[src/rtl/video_capture_pkg.sv]
// Shared types for the video capture path: FSM state, RGB565 pixel and FIFO entry.
package video_capture_pkg;

  // Widest write address a FIFO entry can carry; the top's ADDR_W must not exceed it.
  localparam int unsigned ENTRY_ADDR_W = 24;

  typedef enum logic [1:0] {
    IDLE    = 2'd0,
    WAIT_FS = 2'd1,
    CAPTURE = 2'd2,
    DRAIN   = 2'd3
  } state_t;

  typedef logic [15:0] rgb565_t;

  typedef struct packed {
    logic [ENTRY_ADDR_W-1:0] addr;
    rgb565_t                 data;
  } fifo_entry_t;

  function automatic rgb565_t pack565(input logic [7:0] r, input logic [7:0] g,
                                      input logic [7:0] b);
    return {r[7:3], g[7:2], b[7:3]};
  endfunction

endpackage

[src/rtl/capture_fifo.sv]
// Synchronous FIFO; a push into a full FIFO is accepted when a pop happens in the same cycle.
module capture_fifo #(
  parameter int unsigned DEPTH = 16,
  parameter type entry_t = logic [7:0]
) (
  input  logic                     clk,
  input  logic                     reset,
  input  logic                     push,
  input  entry_t                   push_data,
  input  logic                     pop,
  output entry_t                   head,
  output logic                     full,
  output logic                     empty,
  output logic [$clog2(DEPTH):0]   count
);

  localparam int unsigned AW = $clog2(DEPTH);
  localparam int unsigned CW = AW + 1;

  entry_t          mem [DEPTH];
  logic [AW-1:0]   wptr;
  logic [AW-1:0]   rptr;
  logic [CW-1:0]   count_n;
  logic            do_push;
  logic            do_pop;

  assign do_pop  = pop & ~empty;
  assign do_push = push & (~full | do_pop);
  assign head    = mem[rptr];

  always_comb begin
    count_n = count;
    if (do_push && !do_pop)
      count_n = count + CW'(1);
    else if (!do_push && do_pop)
      count_n = count - CW'(1);
  end

  always_ff @(posedge clk) begin
    if (reset) begin
      wptr  <= '0;
      rptr  <= '0;
      count <= '0;
      empty <= 1'b1;
      full  <= 1'b0;
    end else begin
      if (do_push) wptr <= wptr + AW'(1);
      if (do_pop)  rptr <= rptr + AW'(1);
      count <= count_n;
      empty <= (count_n == CW'(0));
      full  <= (count_n == CW'(DEPTH));
    end
  end

  // Storage is not reset; validity is tracked by the pointers alone.
  always_ff @(posedge clk) begin
    if (do_push) mem[wptr] <= push_data;
  end

endmodule

[src/rtl/video_capture.sv]
// Video sink: frame/line recovery from blanking, RGB565 packing, FIFO and req/ack write port.
// Define VIDEO_CAPTURE_CROP_EN to add a crop window (crop_x0/y0/w/h) sampled at frame start.
module video_capture
  import video_capture_pkg::*;
#(
  parameter int unsigned FIFO_DEPTH = 16,
  parameter int unsigned ADDR_W     = 17
) (
  input  logic              clk,
  input  logic              reset,
  input  logic              enable,
  input  logic              ce_pix,
  input  logic              hsync,
  input  logic              vsync,
  input  logic              hblank,
  input  logic              vblank,
  input  logic [7:0]        r,
  input  logic [7:0]        g,
  input  logic [7:0]        b,
`ifdef VIDEO_CAPTURE_CROP_EN
  input  logic [8:0]        crop_x0,
  input  logic [8:0]        crop_y0,
  input  logic [8:0]        crop_w,
  input  logic [8:0]        crop_h,
`endif
  output logic              wr_req,
  output logic [ADDR_W-1:0] wr_addr,
  output logic [15:0]       wr_data,
  input  logic              wr_ack,
  output logic              frame_done,
  output logic [8:0]        active_w,
  output logic [8:0]        active_h,
  output logic              overflow,
  output logic              busy
);

  state_t                       state;
  logic                         hbl_q, vbl_q;
  logic [ADDR_W-1:0]            addr, addr_c;
  logic [8:0]                   x, y, last_x, x_c, y_c;
  logic                         pix_push;
  fifo_entry_t                  pix_entry;
  fifo_entry_t                  head;
  logic                         fifo_full, fifo_empty;
  logic [$clog2(FIFO_DEPTH):0]  fifo_count;
  logic                         fs_c, fe_c, le_c, start_c, cap_c, win_c, pop_c;
  logic                         unused_bits;

`ifdef VIDEO_CAPTURE_CROP_EN
  logic [8:0] crop_x0_q, crop_y0_q, crop_w_q, crop_h_q;
  logic [8:0] cx0, cy0, cw, ch;
`endif

  // Edge detection and the coordinates the current pixel would use (reset to origin on a starting FS).
  always_comb begin
    fs_c    = ce_pix & vbl_q & ~vblank;
    fe_c    = ce_pix & ~vbl_q & vblank;
    le_c    = ce_pix & ~hbl_q & hblank;
    start_c = (state == WAIT_FS) & fs_c & enable;
    cap_c   = ce_pix & ~hblank & ~vblank & ((state == CAPTURE) | start_c);
    addr_c  = start_c ? '0 : addr;
    x_c     = start_c ? '0 : x;
    y_c     = start_c ? '0 : y;
    pop_c   = wr_ack & ~fifo_empty;
    win_c   = 1'b1;
`ifdef VIDEO_CAPTURE_CROP_EN
    cx0   = start_c ? crop_x0 : crop_x0_q;
    cy0   = start_c ? crop_y0 : crop_y0_q;
    cw    = start_c ? crop_w  : crop_w_q;
    ch    = start_c ? crop_h  : crop_h_q;
    win_c = (x_c >= cx0) && ({1'b0, x_c} < (10'(cx0) + 10'(cw))) &&
            (y_c >= cy0) && ({1'b0, y_c} < (10'(cy0) + 10'(ch)));
`endif
  end

  always_ff @(posedge clk) begin
    if (reset) begin
      state      <= IDLE;
      hbl_q      <= 1'b1;
      vbl_q      <= 1'b1;
      addr       <= '0;
      x          <= '0;
      y          <= '0;
      last_x     <= '0;
      pix_push   <= 1'b0;
      pix_entry  <= '0;
      frame_done <= 1'b0;
      active_w   <= '0;
      active_h   <= '0;
      overflow   <= 1'b0;
      busy       <= 1'b0;
`ifdef VIDEO_CAPTURE_CROP_EN
      crop_x0_q  <= '0;
      crop_y0_q  <= '0;
      crop_w_q   <= '0;
      crop_h_q   <= '0;
`endif
    end else begin
      frame_done <= 1'b0;
      pix_push   <= 1'b0;
      if (ce_pix) begin
        hbl_q <= hblank;
        vbl_q <= vblank;
      end
      if (pix_push && fifo_full && !pop_c)
        overflow <= 1'b1;

      case (state)
        IDLE: begin
          if (enable) begin
            state <= WAIT_FS;
            busy  <= 1'b1;
          end
        end
        WAIT_FS: begin
          if (fs_c) begin
            if (enable) begin
              state    <= CAPTURE;
              addr     <= '0;
              x        <= '0;
              y        <= '0;
              last_x   <= '0;
              overflow <= 1'b0;
`ifdef VIDEO_CAPTURE_CROP_EN
              crop_x0_q <= crop_x0;
              crop_y0_q <= crop_y0;
              crop_w_q  <= crop_w;
              crop_h_q  <= crop_h;
`endif
            end else begin
              state <= IDLE;
              busy  <= 1'b0;
            end
          end
        end
        CAPTURE: begin
          if (le_c && x != 9'd0) begin
            last_x <= x;
            y      <= y + 9'd1;
            x      <= '0;
          end
          // A line still open at frame end counts as a line.
          if (fe_c) begin
            state <= DRAIN;
            if (le_c && x != 9'd0) begin
              active_w <= x;
              active_h <= y + 9'd1;
            end else begin
              active_w <= last_x;
              active_h <= y + 9'(x != 9'd0);
            end
          end
        end
        DRAIN: begin
          if (fifo_empty && !pix_push) begin
            state      <= WAIT_FS;
            frame_done <= 1'b1;
          end
        end
        default: begin
          state <= IDLE;
          busy  <= 1'b0;
        end
      endcase

      // Pixel stage: the address advances whether or not the FIFO accepts the pixel.
      if (cap_c) begin
        x <= x_c + 9'd1;
        if (win_c) begin
          pix_push  <= 1'b1;
          pix_entry <= '{addr: ENTRY_ADDR_W'(addr_c), data: pack565(r, g, b)};
          addr      <= addr_c + ADDR_W'(1);
        end
      end
    end
  end

  capture_fifo #(
    .DEPTH   (FIFO_DEPTH),
    .entry_t (fifo_entry_t)
  ) u_fifo (
    .clk       (clk),
    .reset     (reset),
    .push      (pix_push),
    .push_data (pix_entry),
    .pop       (pop_c),
    .head      (head),
    .full      (fifo_full),
    .empty     (fifo_empty),
    .count     (fifo_count)
  );

  assign wr_req  = ~fifo_empty;
  assign wr_addr = fifo_empty ? '0 : ADDR_W'(head.addr);
  assign wr_data = fifo_empty ? '0 : head.data;

  assign unused_bits = ^{hsync, vsync, head.addr, fifo_count};

endmodule

[config.mk]
export PLATFORM = sky130hd
export DESIGN_NAME = video_capture
export DESIGN_NICKNAME = d
export VERILOG_FILES = /design/src/rtl/video_capture_pkg.sv /design/src/rtl/capture_fifo.sv /design/src/rtl/video_capture.sv
export SDC_FILE = /design/constraint.sdc
export NUM_CORES = 1
export LEC_CHECK = 0
export BUFFER_PORTS_ARGS = -buffer_cell sky130_fd_sc_hd__clkbuf_2
export CAP_MARGIN = 20
export CORE_MARGIN = 3
export CORE_UTILIZATION = 58
export CTS_BUF_LIST = sky130_fd_sc_hd__clkbuf_2
export DETAILED_ROUTE_END_ITERATION = 7
export GPL_TIMING_DRIVEN = 1
export PLACE_DENSITY = 0.89
export SETUP_SLACK_MARGIN = 0.15
export SYNTH_ARGS = -nofsm -noshare
export SYNTH_HDL_FRONTEND = slang
export SYNTH_HIERARCHICAL = 1
export SYNTH_SLANG_ARGS = --single-unit
[constraint.sdc]
create_clock -name clk -period 4.3 [get_ports clk]
set_input_delay 0.215 -clock clk [delete_from_list [all_inputs] [get_ports clk]]
set_output_delay 0.215 -clock clk [all_outputs]
set_load 0.02 [all_outputs]
After elaboration in Yosys (flattened, before gate mapping)
Memory sizes are Yosys's and may differ from the RTL's. A register that Yosys moved wholly into a read port is not among the register bits.
Index checks and enable logic that the tools add are counted.

operators by class
  add/sub/neg operators = 8
  eq/ne operators = 14
  muxes and demuxes = 40
  bitwise operators = 23
  reductions and logical operators = 27

operators by type and width
  operator                                                          count
  17-bit 2-to-1 mux                                                 6
  9-bit 2-to-1 mux                                                  8
  9-bit one-hot mux with 2 select lines                             3
  9-bit by 1-bit adder with 9-bit output (second input constant)    2
  17-bit by 1-bit adder with 17-bit output (second input constant)  1
  16-bit 2-to-1 mux                                                 1
  4-bit AND reduction                                               4
  1-bit AND                                                         14
  2-bit inequality test (second input constant)                     6
  1-bit 2-to-1 mux                                                  11
  2-bit 2-to-1 mux                                                  5
  5-bit 2-to-1 mux                                                  2
  2-bit nonzero test                                                5
  9-bit by 1-bit adder with 9-bit output                            1
  9-bit nonzero test                                                1
  4-bit by 1-bit adder with 4-bit output (second input constant)    2
  4-bit 2-to-1 mux                                                  2
  2-bit one-hot mux with 4 select lines                             1
  1-bit NOT                                                         7
  1-bit logical AND                                                 6
  3-bit inequality test (second input constant)                     2
  3-bit AND reduction                                               2
  5-bit by 1-bit adder with 5-bit output (second input constant)    1
  5-bit equality test (second input constant)                       1
  other kinds (13)                                                  18

storage, ports and cells
  flip-flop bits (word level) = 118
  RAM bits = 528
  input port bits = 33
  output and inout bits = 55
  word-level logic and storage cells = 133
  memories kept = 1

memories
  memory      depth  bits a word  rd ports  clocked after memory_dff  wr ports  line                text
  u_fifo.mem  16     33           1         1                         1         capture_fifo.sv:20  entry_t mem [DEPTH];

Logic depth before layout (Yosys ltp)
  word-level depth = 10
  depth in mapped cells = 12
  mapped depth without buffers = 11

Cells and area by module
Netlist, hierarchy kept.

by module, submodules not included
  module         instances  cells an instance  area an instance (um2)  seq. area each (um2)
  capture_fifo   1          1001               25140.4                 19598.8
  video_capture  1          570                4804.6                  2062.0

Least setup slack after synthesis
Ideal clock, no wire load.

  kind = register -> register
  start point = reg u_fifo.empty
  end point = mem u_fifo/mem[7][0] (netlist bit), enable pin
  library setup time = 0.495 ns
  arrival time = 4.223 ns
  data required time = 3.805 ns
  setup slack = -0.419 ns
  stages on the path, launching flop included = 6
  path buffers = 0
  period minus slack after synthesis = 4.719 ns
  cells stage by stage = dfxtp_1 nor2b_1 nand2b_1 a21boi_1 nand2_1 nor3b_1

between the ends
  word-level cells in the longest chain between the ends = 7

RTL lines
  what                                    line                 text
  from (decl)                             capture_fifo.sv:13   output logic empty,
  from (signal assigned)                  capture_fifo.sv:50   empty <= (count_n == CW'(0));
  1-bit NOT                               video_capture.sv:64  pop_c = wr_ack & ~fifo_empty;
  1-bit AND                               video_capture.sv:64
  net pop_c                               video_capture.sv:46  logic fs_c, fe_c, le_c, start_c, cap_c, win_c, pop_c;
  1-bit AND                               capture_fifo.sv:27   assign do_pop = pop & ~empty;
  1-bit OR                                capture_fifo.sv:28   assign do_push = push & (~full | do_pop);
  1-bit AND                               capture_fifo.sv:28
  1-bit 2-to-1 mux                        capture_fifo.sv:57   if (do_push) mem[wptr] <= push_data;
  1-bit 2-to-1 mux (not written as such)  capture_fifo.sv:57
  to (decl)                               capture_fifo.sv:20

The timed path passes the listed nets, and every way through them passes these cells.

==> metrics.md <==
| Metric | Value |
|---|---|
| Run status | `finished clean` |
| Largest net degree at the start of global routing | `59` |
| CP Data Arrival Time | `3.56 ns` |
| Root Driver | `clkbuf_2` |
| Worst Path Required | `4.09 ns` |
| Worst Hold Depth | `3` |
| Proportion of layout cells with a drive suffix above 1 | `between 20% and 30%` |
| Max IR drop VDD | `0.195 mV` |
| Die Y | `about 220 um` |
| Hold WC Path Type | `in -> reg` |
| Ys Warns | `6` |
| CP Max Fanout | `25` |
| RSZ-0062 raised after global routing | `no` |
| Initial DRC count | `between 1.5k and 2k` |
| Worst-path clk slew | `0.10 ns` |
| Via count | `14.7k` |
| Vias/cell | `6.16` |
| Synthesized cell area | `0.0258 mm^2` |
| Final #Nets | `about 1.7k` |
| Crit path time final | `about 3.8 ns` |
| WL final | `58.5 mm` |
| Hold Slack | `0.103 ns` |
| Placer Congestion | `0.791` |
| Most frequent cells in the layout | `528 x edfxtp_1, 298 x clkbuf_2, 139 x mux4_2, 117 x dfxtp_1, 79 x nor2_1` |
| Peak Freq | `265 MHz` |
| Final period util | `87.7%` |
| Overall Global Routing Usage | `25.3%` |
| Clk Latency, worst-skew pair | `between 1 and 1.5 ns` |
| Antenna-violating nets left | `0` |
| Number of cells on the worst reg-to-reg path | `9` |
| Multi-input gate area | `~0.007 mm^2` |
| Final hold viol count | `0` |
| Slew Limit Fails | `0` |
| CTS H-tree depth | `4` |
| Final setup viols | `0` |
| FILL cells | `2,711` |
| P_leak | `9.89 nW` |
| Worst-margin pin slew | `around 1.2 ns` |
| Drt wl/cell | `between 20 and 25 um` |
| Clk sinks | `650` |
| Congestion Overflow GR | `0` |
| CTS Buf Count | `152` |
| Syn Nets | `around 1.5k` |
| Area grow syn2layout | `12.7%` |
| Num rows | `76` |
| Initial antenna violation count | `2` |
| PortBufs | `slightly below 80` |
| Post-detail-place hpwl | `about 33 mm` |
| Clk_skew | `approximately 0.11 ns` |
| CTS tree | `done` |
| Max Cap Viol | `0` |
| IO Pins | `88` |
| Slew HR | `22.1%` |
| P per Cell Area | `approximately 380 mW/mm^2` |
| CP Capture Type | `primary output` |
| Drt drc | `0` |
| Die area | `0.0470 mm^2` |
| Worst reg2reg setup slack | `0.67 ns` |
| Initial core utilization | `slightly below 60%` |
| Most common cell after layout, fill and taps aside | `edfxtp_1` |
| Synth Instances | `1,423` |
| Area taken by flip-flops and latches | `0.0183 mm^2` |
| Vias in the first global route | `15.3k` |
| Crit path launch type | `flop` |
| Core Box Area | `approximately 0.043 mm^2` |
| Drt first pass iters | `7` |
| Syn avg cell area | `approximately 18 um^2` |
| Critical path class | `reg -> out` |
| Post-CTS setup buffer count | `0` |
| Fin area | `approximately 0.029 mm^2` |
| First-pass GRT wire length | `89.2 mm` |
| Cell Area, Placed | `about 0.027 mm^2` |
| Setup TNS | `0 ns` |
| CTS max path bufs | `3` |
| Die width | `217 um` |
final cells by class:
type,instances,area share (%)
Tap cell,585,2.52
Inverter,13,0.168
Clock inverter,59,1.15
Timing Repair Buffer,190,5.22
Multi-Input combinational cell,669,24.0
Sequential cell,650,63.1
Antenna cell,2,0.0172
Clock buffer,222,3.83
where the power goes:
group	internal [mW]	switching, mW	leakage [nW]
Clock	1.58	2.39	1.08
Combinational	0.0789	0.0998	2.87
Sequential	6.71	0.0193	5.94
per-stage QoR:
stage / setup slack [ns] / std cells / total power [mW] / util, %
after floorplan: 0.298 / 1423 / 6.96 / -
after global placement: 1.26 / 2027 / 7.00 / 61.5
after detailed placement: 1.05 / 2027 / 7.01 / 61.5
after CTS: 0.425 / 2384 / 11.0 / 66.6
after global routing: 0.398 / 2390 / 11.3 / 66.8
final: 0.530 / 2390 / 10.9 / 66.8
final timing paths:
path | from | to
setup / recovery | flop | wr_addr[8]
hold / removal | reset | state[1]
setup reg to reg | state[1] | pix_entry[6]
hold reg to reg | addr[16] | pix_entry[32]
critical path: stages (launching register included):
cell and delay (ns):
dfxtp_4 0.39, buf_4 0.43, mux4_1 0.68, mux4_2 0.54, nor2b_1 0.16, clkbuf_2 0.21
flip-flops by register name (all words and copies together) (netlist names), 5 cells and up, named ones only:
signal,count
addr,17
u_fifo/mem,528
active_w,9
x,9
last_x,9
active_h,9
pix_entry,33
y,9
u_fifo/count,5
metal layers:
layer | track usage, % | part of all wire, % | vias up
met5 | 0 | 0.022 | -
met3 | 6.30 | 8.7 | 159
met4 | 10.1 | 3.1 | 2
met1 | 32.2 | 36 | 7447
met2 | 42.4 | 52 | 822
li1 | - | - | 6288
what timing repair did:
item	in CTS	in global routing
hold endpoints to repair	107	0
hold buffers	76	0
resized for setup	0	0
Note: power is estimated with default switching activity, not from simulation.
